## src/rtl/rx_pkg.sv

```systemverilog
`default_nettype none
// ============================================================================
// Package  : rx_pkg
// Brief    : Shared defaults and FSM state encoding for the serial receiver.
// Revision : 1.0 - initial release
// ============================================================================
package rx_pkg;

    localparam int c_SIZE_DEFAULT         = 8;
    localparam int c_CLKS_PER_BIT_DEFAULT = 8;

    localparam logic [1:0] c_IDLE      = 2'b00;
    localparam logic [1:0] c_STARTING  = 2'b01;
    localparam logic [1:0] c_RECEIVING = 2'b10;
    localparam logic [1:0] c_STOPPING  = 2'b11;

endpackage
`default_nettype wire

```

## src/rtl/receiver_if.sv

```systemverilog
`default_nettype none
// ============================================================================
// Interface : receiver_if
// Brief     : Serial line and host-side signals of the receiver.
// Revision  : 1.0 - initial release
// ============================================================================
interface receiver_if
    import rx_pkg::*;
#(
    parameter int SIZE = c_SIZE_DEFAULT
);
    logic            serial_in;
    logic            read_not_ready_in;
    logic [SIZE-1:0] RCV_datareg;
    logic            read_not_ready_out;
    logic            error1;
    logic            error2;

    modport slave (
        input  serial_in, read_not_ready_in,
        output RCV_datareg, read_not_ready_out, error1, error2
    );

    modport master (
        output serial_in, read_not_ready_in,
        input  RCV_datareg, read_not_ready_out, error1, error2
    );
endinterface
`default_nettype wire

```

## src/rtl/rx_sync.sv

```systemverilog
`default_nettype none
// ============================================================================
// Module   : rx_sync
// Brief    : Two-flop synchronizer for the serial line, resets to idle-high.
//            Only built when RX_SYNC_EN is defined.
// Revision : 1.0 - initial release
// ============================================================================
`ifdef RX_SYNC_EN
module rx_sync (
    input  wire logic clock,
    input  wire logic resetn,
    input  wire logic async_in,
    output logic      sync_out
);
    logic r_meta;
    logic r_sync;

    always_ff @(posedge clock or negedge resetn) begin
        if (!resetn) begin
            r_meta <= 1'b1;
            r_sync <= 1'b1;
        end else begin
            r_meta <= async_in;
            r_sync <= r_meta;
        end
    end

    assign sync_out = r_sync;
endmodule
`endif
`default_nettype wire

```

## src/rtl/receiver.sv

```systemverilog
`default_nettype none
// ============================================================================
// Module   : receiver
// Brief    : Start/data/stop serial receiver with one-byte holding register,
//            overrun and framing flags. RX_SYNC_EN adds a 2-flop input sync.
// Revision : 1.0 - initial release
// ============================================================================
module receiver
    import rx_pkg::*;
#(
    parameter int SIZE         = c_SIZE_DEFAULT,
    parameter int CLKS_PER_BIT = c_CLKS_PER_BIT_DEFAULT
)(
    input  wire logic  clock,
    input  wire logic  resetn,
    receiver_if.slave  bus
);
    localparam int c_SCW = $clog2(CLKS_PER_BIT);
    localparam int c_BCW = $clog2(SIZE + 1);
    localparam logic [c_SCW-1:0] c_HALF_LAST = c_SCW'(CLKS_PER_BIT / 2 - 1);
    localparam logic [c_SCW-1:0] c_BIT_LAST  = c_SCW'(CLKS_PER_BIT - 1);
    localparam logic [c_BCW-1:0] c_DATA_LAST = c_BCW'(SIZE - 1);

    logic             w_rx_line;
    logic             r_rx_prev;
    logic [1:0]       r_state;
    logic [c_SCW-1:0] r_smp_cnt;
    logic [c_BCW-1:0] r_bit_cnt;
    logic [SIZE-1:0]  r_shftreg;
    logic             r_done;
    logic             r_stop_bit;
    logic [SIZE-1:0]  r_datareg;
    logic             r_rnr;
    logic             r_err1;
    logic             r_err2;

`ifdef RX_SYNC_EN
    rx_sync u_rx_sync (
        .clock    (clock),
        .resetn   (resetn),
        .async_in (bus.serial_in),
        .sync_out (w_rx_line)
    );
`else
    assign w_rx_line = bus.serial_in;
`endif

    // Frame FSM; r_done pulses for one cycle after the stop bit is sampled
    always_ff @(posedge clock or negedge resetn) begin
        if (!resetn) begin
            r_state    <= c_IDLE;
            r_rx_prev  <= 1'b1;
            r_smp_cnt  <= '0;
            r_bit_cnt  <= '0;
            r_shftreg  <= '0;
            r_done     <= 1'b0;
            r_stop_bit <= 1'b1;
        end else begin
            r_rx_prev <= w_rx_line;
            r_done    <= 1'b0;
            case (r_state)
                c_IDLE: begin
                    if (r_rx_prev && !w_rx_line) begin
                        r_state   <= c_STARTING;
                        r_smp_cnt <= '0;
                        r_bit_cnt <= '0;
                    end
                end
                c_STARTING: begin
                    if (r_smp_cnt == c_HALF_LAST) begin
                        r_smp_cnt <= '0;
                        r_state   <= w_rx_line ? c_IDLE : c_RECEIVING;
                    end else begin
                        r_smp_cnt <= r_smp_cnt + c_SCW'(1);
                    end
                end
                c_RECEIVING: begin
                    if (r_smp_cnt == c_BIT_LAST) begin
                        r_smp_cnt <= '0;
                        r_shftreg <= {w_rx_line, r_shftreg[SIZE-1:1]};
                        r_bit_cnt <= r_bit_cnt + c_BCW'(1);
                        if (r_bit_cnt == c_DATA_LAST) begin
                            r_state <= c_STOPPING;
                        end
                    end else begin
                        r_smp_cnt <= r_smp_cnt + c_SCW'(1);
                    end
                end
                c_STOPPING: begin
                    if (r_smp_cnt == c_BIT_LAST) begin
                        r_smp_cnt  <= '0;
                        r_stop_bit <= w_rx_line;
                        r_done     <= 1'b1;
                        r_state    <= c_IDLE;
                    end else begin
                        r_smp_cnt <= r_smp_cnt + c_SCW'(1);
                    end
                end
                default: r_state <= c_IDLE;
            endcase
        end
    end

    // A completing frame takes priority over a simultaneous host read
    always_ff @(posedge clock or negedge resetn) begin
        if (!resetn) begin
            r_datareg <= '0;
            r_rnr     <= 1'b0;
            r_err1    <= 1'b0;
            r_err2    <= 1'b0;
        end else if (r_done && (!r_rnr || bus.read_not_ready_in)) begin
            r_datareg <= r_shftreg;
            r_rnr     <= 1'b1;
            r_err1    <= 1'b0;
            r_err2    <= ~r_stop_bit;
        end else if (r_done) begin
            r_err1 <= 1'b1;
        end else if (bus.read_not_ready_in) begin
            r_rnr  <= 1'b0;
            r_err1 <= 1'b0;
            r_err2 <= 1'b0;
        end
    end

    assign bus.RCV_datareg        = r_datareg;
    assign bus.read_not_ready_out = r_rnr;
    assign bus.error1             = r_err1;
    assign bus.error2             = r_err2;

endmodule
`default_nettype wire
```

## src/flat_wrapper.sv

```systemverilog
// flat-port wrapper written by rule: the top's interface ports become plain ports
module receiver_flat import rx_pkg::*;
#(
    parameter int SIZE         = c_SIZE_DEFAULT,
    parameter int CLKS_PER_BIT = c_CLKS_PER_BIT_DEFAULT
)
  (clock, resetn, bus_serial_in, bus_read_not_ready_in, bus_RCV_datareg, bus_read_not_ready_out, bus_error1, bus_error2);
  receiver_if #(.SIZE(SIZE)) bus_i ();
  input  wire logic clock;
  input  wire logic resetn;
  input wire logic [$bits(bus_i.serial_in)-1:0] bus_serial_in;
  input wire logic [$bits(bus_i.read_not_ready_in)-1:0] bus_read_not_ready_in;
  output wire logic [$bits(bus_i.RCV_datareg)-1:0] bus_RCV_datareg;
  output wire logic [$bits(bus_i.read_not_ready_out)-1:0] bus_read_not_ready_out;
  output wire logic [$bits(bus_i.error1)-1:0] bus_error1;
  output wire logic [$bits(bus_i.error2)-1:0] bus_error2;
  assign bus_i.serial_in = bus_serial_in;
  assign bus_i.read_not_ready_in = bus_read_not_ready_in;
  assign bus_RCV_datareg = bus_i.RCV_datareg;
  assign bus_read_not_ready_out = bus_i.read_not_ready_out;
  assign bus_error1 = bus_i.error1;
  assign bus_error2 = bus_i.error2;
  receiver #(.SIZE(SIZE), .CLKS_PER_BIT(CLKS_PER_BIT)) u_core (.clock(clock), .resetn(resetn), .bus(bus_i));
endmodule
```

## config.mk

```make
export PLATFORM = sky130hd
export DESIGN_NAME = receiver_flat
export DESIGN_NICKNAME = d
export VERILOG_FILES = /design/src/rtl/rx_pkg.sv /design/src/rtl/receiver_if.sv /design/src/rtl/rx_sync.sv /design/src/rtl/receiver.sv /design/src/flat_wrapper.sv
export SDC_FILE = /design/constraint.sdc
export NUM_CORES = 1
export LEC_CHECK = 0
export BUFFER_PORTS_ARGS = -buffer_cell sky130_fd_sc_hd__buf_2
export CELL_PAD_IN_SITES_DETAIL_PLACEMENT = 1
export CELL_PAD_IN_SITES_GLOBAL_PLACEMENT = 1
export CORE_MARGIN = 2
export CORE_UTILIZATION = 40
export DETAILED_ROUTE_END_ITERATION = 8
export PLACE_DENSITY_LB_ADDON = 0.08
export SKIP_CTS_REPAIR_TIMING = 1
export SYNTH_ARGS = -nofsm -noshare
export SYNTH_HDL_FRONTEND = slang
export SYNTH_HIERARCHICAL = 1
export SYNTH_SLANG_ARGS = --single-unit
```

## constraint.sdc

```tcl
create_clock -name clock -period 3.8 [get_ports clock]
set_input_delay 0.19 -clock clock [delete_from_list [all_inputs] [get_ports clock]]
set_output_delay 0.19 -clock clock [all_outputs]
set_load 0.01 [all_outputs]
```

==> Word-level counts from Yosys, hierarchy flattened <==
Cells that the tools add are included.
{ "word_totals": {"word_cells": 63, "ff_bits": 31, "output_inout_bits": 11, "inputBits": 4} }
{ "op_classes": {"n_eq_ne": 12, "bitwise": 1, "add_sub_neg": 2, "n_mux": 22, "reduce_logical": 15} }
{ "ops": {"columns": ["op", "count"], "rows": [
  ["2-bit two-way mux", 6],
  ["2-bit by 1-bit inequality test with 1-bit output, second input constant", 5],
  ["3-bit two-way mux", 3],
  ["3-bit one-hot mux with 3 select lines", 1],
  ["1-bit two-way mux", 8],
  ["4-bit two-way mux", 2],
  ["2-bit one-hot mux with 4 select lines", 1],
  ["4-bit one-hot mux with 2 select lines", 1],
  ["2-bit AND reduction", 3],
  ["5-bit AND reduction", 1],
  ["4-bit by 1-bit adder with 4-bit output, second input constant", 1],
  ["2-bit == test, second input constant", 2],
  ["4-bit by 3-bit == test with 1-bit output, second input constant", 1],
  ["2-bit nonzero test", 2],
  ["3-bit by 1-bit adder with 3-bit output, second input constant", 1],
  ["3-bit by 2-bit == test with 1-bit output, second input constant", 1],
  ["3-bit == test, second input constant", 1],
  ["3-bit AND reduction", 1],
  ["3-bit nonzero test", 1],
  ["2-bit by 1-bit == test with 1-bit output, second input constant", 1],
  ["1-bit logical AND", 2],
  ["1-bit zero test", 2],
  ["2-bit zero test", 1],
  ["2-bit inequality test, second input constant", 1],
  ["other kinds (3)", 3]
]} }

==> Longest topological paths before layout <==
{ "depth": {"word_depth": 5, "mapped_depth": 5, "mapped_depth_nobuf": 5} }

==> Worst setup path after synthesis <==
OpenSTA, ideal clock, no wires.
{ "synth_path": {"path_type": "flip-flop to flip-flop", "startpoint": "register u_core.r_smp_cnt[0]", "endpoint": "register u_core.r_bit_cnt[2]", "path_slack_ns": 2.337, "setup_time_ns": 0.121, "arrival_time_ns": 1.342, "stages_incl_launch_ff": 6, "cell_sequence": "dfrtp_1 -> ha_1 -> and2_4 -> nand2_1 -> mux2_2 -> a22o_1"} }
{ "synth_between": {"elab_chain_cells": 3} }
{ "synth_rtl": {"columns": ["element", "line", "source"], "rows": [
  ["from (decl)", "receiver.sv:27", "logic [c_SCW-1:0] r_smp_cnt;"],
  ["from (signal assigned)", "receiver.sv:74", "r_smp_cnt <= r_smp_cnt + c_SCW'(1);"],
  ["from (signal assigned)", "receiver.sv:86", "r_smp_cnt <= r_smp_cnt + c_SCW'(1);"],
  ["from (signal assigned)", "receiver.sv:96", "r_smp_cnt <= r_smp_cnt + c_SCW'(1);"],
  ["3-bit == test", "receiver.sv:78", "if (r_smp_cnt == c_BIT_LAST) begin"],
  ["2-bit by 1-bit inequality test with 1-bit output (no source line)", null, null],
  ["3-bit AND reduction (no source line)", null, null],
  ["to (signal assigned)", "receiver.sv:81", "r_bit_cnt <= r_bit_cnt + c_BCW'(1);"],
  ["to (decl)", "receiver.sv:28", "logic [c_BCW-1:0] r_bit_cnt;"]
]} }
Every way passes these cells.
A chain may end at the register's enable or synchronous reset.

==> Worst setup path after layout <==
{ "layout_path": {"startpoint": "register u_core.r_smp_cnt[0]", "endpoint": "register u_core.r_shftreg[2]"} }
{ "layout_between": {"elab_chain_cells": 2} }
{ "layout_rtl": {"columns": ["element", "line", "source"], "rows": [
  ["3-bit == test", "receiver.sv:78", null],
  ["2-bit AND reduction (no source line)", null, null],
  ["to (signal assigned)", "receiver.sv:80", "r_shftreg <= {w_rx_line, r_shftreg[SIZE-1:1]};"],
  ["to (decl)", "receiver.sv:29", "logic [SIZE-1:0] r_shftreg;"]
]} }
Every way passes these cells.

==> metrics <==
run status=finished clean; number of synthesized flops with an enable pin=0; post-synth cell types=29; Worst Skew=3.610 ps; Final #Nets=133; Net Switching=0.3373 mW; Initial Util=0.4302; DR vias=841; Final GP Congestion=0.6939; fraction of layout cells with a size suffix above 1=0.3413; internal power=0.6454 mW; CTS Sinks=31; Starting DRT DRC Count=9; DRC=0; ys flop type=dfrtp_1; CP peak stage delay=400 ps; Ys Warns=6; #FFs+latches synth=31; RSZ-0062 raised after global routing=no; Startpoint Class=register; Syn Area/Cell=12.71 µm²; Num CTS Buffers=5; drt pass-1 iters=4; Comb pwr share=0.283; Fin Hold WS=45.45 ps; sequential share of power=0.540; Syn Std Cell Area=1335 µm²; DIE WIDTH=61.77 µm; asr flop ratio synth=1.000; Slew headroom=0.5529; Setup violations, final=0; placement row count=20; Worst Tran Pin Value=670.7 ps; Largest delay share family, worst path=simple AND/OR/NAND/NOR gates; clk buf depth=2; vias per inst=4.947; critical-path cell list=ha_1, nand2_1, nor2_1, nand2_2, mux2_2; most frequent cell after synthesis=dfrtp_1; Commonest cells post-synth=dfrtp_1, mux2_2, nand2_1; GRT Util Overall=0.1414; Final TNS setup=0 ps; Yosys top cell by area=dfrtp_1; synth top area cells=dfrtp_1, mux2_2, dfstp_2, ha_1, a22o_1; Total Wirelength=2329 µm; worst skew pair latency=310 ps; Vert. Die Dim=61.77 µm; Critical Path AT=1820 ps; initial antenna violation count=0; final worst path period share=0.4267; antenna cells=0; num ports=15; largest net degree at the start of global routing=32; syn nets=113; Yosys top cell area share=0.5436; register area share after synthesis=0.5829; H-tree levels=2; CTS tree=yes; Final Max Tran Viols=0; maximum vdd drop=0.0003337 V; Critical-path top delay cell=dfrtp_1; die area=3816 µm²; first-pass GRT wire length=3795 µm; clock slew at reported path FFs=90 ps; DR WL/cell=13.70 µm; clock power share=0.178; final hold violations=0; vias in the first global route=804; # Max-Cap Violations=0; PD cells=647.5 nW/µm²; Net Sw Frac=0.3432; count of buffer and inverter cells on the critical path=0; area grow syn2layout=13.68%; DP Wirelength=1645 µm; Worst setup EP type=register; CTS Root Cell=clkbuf_4; remaining antenna violation count after routing=0; Port-buffer cells=14; Mapped Cells=105; Max FO, Critical Path=8; gr ovfl total=0; core area=3103 µm²; worst min path class=input port to register; Achievable Freq=616.7 MHz; Pleak=0.7433 nW; fillers=355; Crit Path Category=register to register; WP data required=4000 ps; clock period minus worst slack=1622 ps
[worst reg2reg max path, delay by kind of cell (launching register included)]
kind / cells / cell delay, ps
simple gates: 3 / 530
flops: 1 / 400
mux: 1 / 340
fa+ha+maj: 1 / 250
[sequential cells by signal (all words and copies together), names as in the netlist, named ones only]
| signal | cells |
|---|---|
| u_core/r_bit_cnt | 4 |
| u_core/r_rx_prev | 1 |
| u_core/bus.read_not_ready_out | 1 |
| u_core/bus.RCV_datareg | 8 |
| u_core/r_smp_cnt | 3 |
| u_core/bus.error1 | 1 |
| u_core/r_state | 1 |
| u_core/bus.error2 | 1 |
| u_core/r_done | 1 |
| u_core/r_stop_bit | 1 |
| u_core/r_shftreg | 8 |
[layout make-up]
class / count / area [µm²] / share of cell area
Inverter: 3 / 11.26 / 0.007420
Timing Repair Buffer: 16 / 90.09 / 0.05936
Sequential cell: 31 / 778.2 / 0.5128
Multi-Input combinational cell: 68 / 533.0 / 0.3512
Clock buffer: 7 / 45.04 / 0.02968
Clock inverter: 1 / 5.005 / 0.003298
Tap cell: 44 / 55.05 / 0.03627
[kinds of logic (layout without fill, tap and decap cells)]
family          count (synthesis)  count (layout)  share of synthesized area
compound gates                 16              16                    0.08154
xor+xnor                        1               1                   0.006562
fa+ha+maj                       4               4                    0.03749
buf+inv                         6              27                    0.01780
flops                          31              31                     0.5829
mux                            20              20                     0.1678
simple gates                   27              27                     0.1059
[power by group through the flow]
stage | clock [mW] | combinational, mW | sequential, mW
finish | 0.175 | 0.278 | 0.530
global route | 0.198 | 0.320 | 0.549
CTS | 0.182 | 0.281 | 0.532
detailed placement | 0 | 0.280 | 0.538
global placement | 0 | 0.273 | 0.533
floorplan | 0 | 0.244 | 0.490
[cell usage in the layout, fill, tap and decap left out]
master          n
nor2_1          4
dlygate4sd3_1   2
a22oi_1         1
nand3b_1        1
nand2_2         1
a311oi_1        1
xnor2_1         1
dfstp_2         2
dfrtp_1        29
a22o_1          4
clkbuf_1        2
and2_4          1
clkbuf_4        5
mux2i_1         1
o21ai_0         4
inv_1           3
and3_1          1
a211oi_1        1
mux2_2         19
nand2b_1        3
buf_2          14
nand2_1         8
ha_1            4
nand4_1         1
a21oi_1         2
nand3_1         2
a31oi_1         2
nor2b_1         2
clkinv_2        1
nor3_1          2
or4b_1          1
o21bai_1        1
[metal layers]
layer,vias up,global-route usage,share of wire
met5,-,0,0
met2,14,0.2120,0.46
li1,414,-,-
met1,411,0.1891,0.49
met3,2,0.04348,0.037
met4,0,0.06383,0.0073
[final timing paths]
check / cells after the start / from / end / slack (ps)
max in group asynchronous: 2 / resetn / u_core/r_smp_cnt[0] / 2920
min in group asynchronous: 2 / resetn / u_core/r_bit_cnt[2] / 450
worst min-delay path: 2 / bus_read_not_ready_in / u_core/bus.error1 / 50
worst max register to register: 5 / u_core/r_smp_cnt[0] / u_core/r_shftreg[2] / 2180
worst min register to register: 1 / u_core/bus.RCV_datareg[0] / u_core/bus.RCV_datareg[0] / 510
worst max-delay path: 5 / u_core/r_smp_cnt[0] / u_core/r_shftreg[2] / 2180
[stage by stage]
step                area (µm²)  setup slack, ps  utilization  power [mW]  instances
detailed placement        1448             2199       0.4665      0.8183        160
CTS                       1498             2189       0.4827      0.9952        168
floorplan                 1335             2338            -      0.7336        105
finish                    1518             2178       0.4891      0.9827        170
global route              1518             2068       0.4891       1.068        170
global placement          1448             2260       0.4665      0.8062        160
No activity file was read; power rests on OpenSTA's default activity.
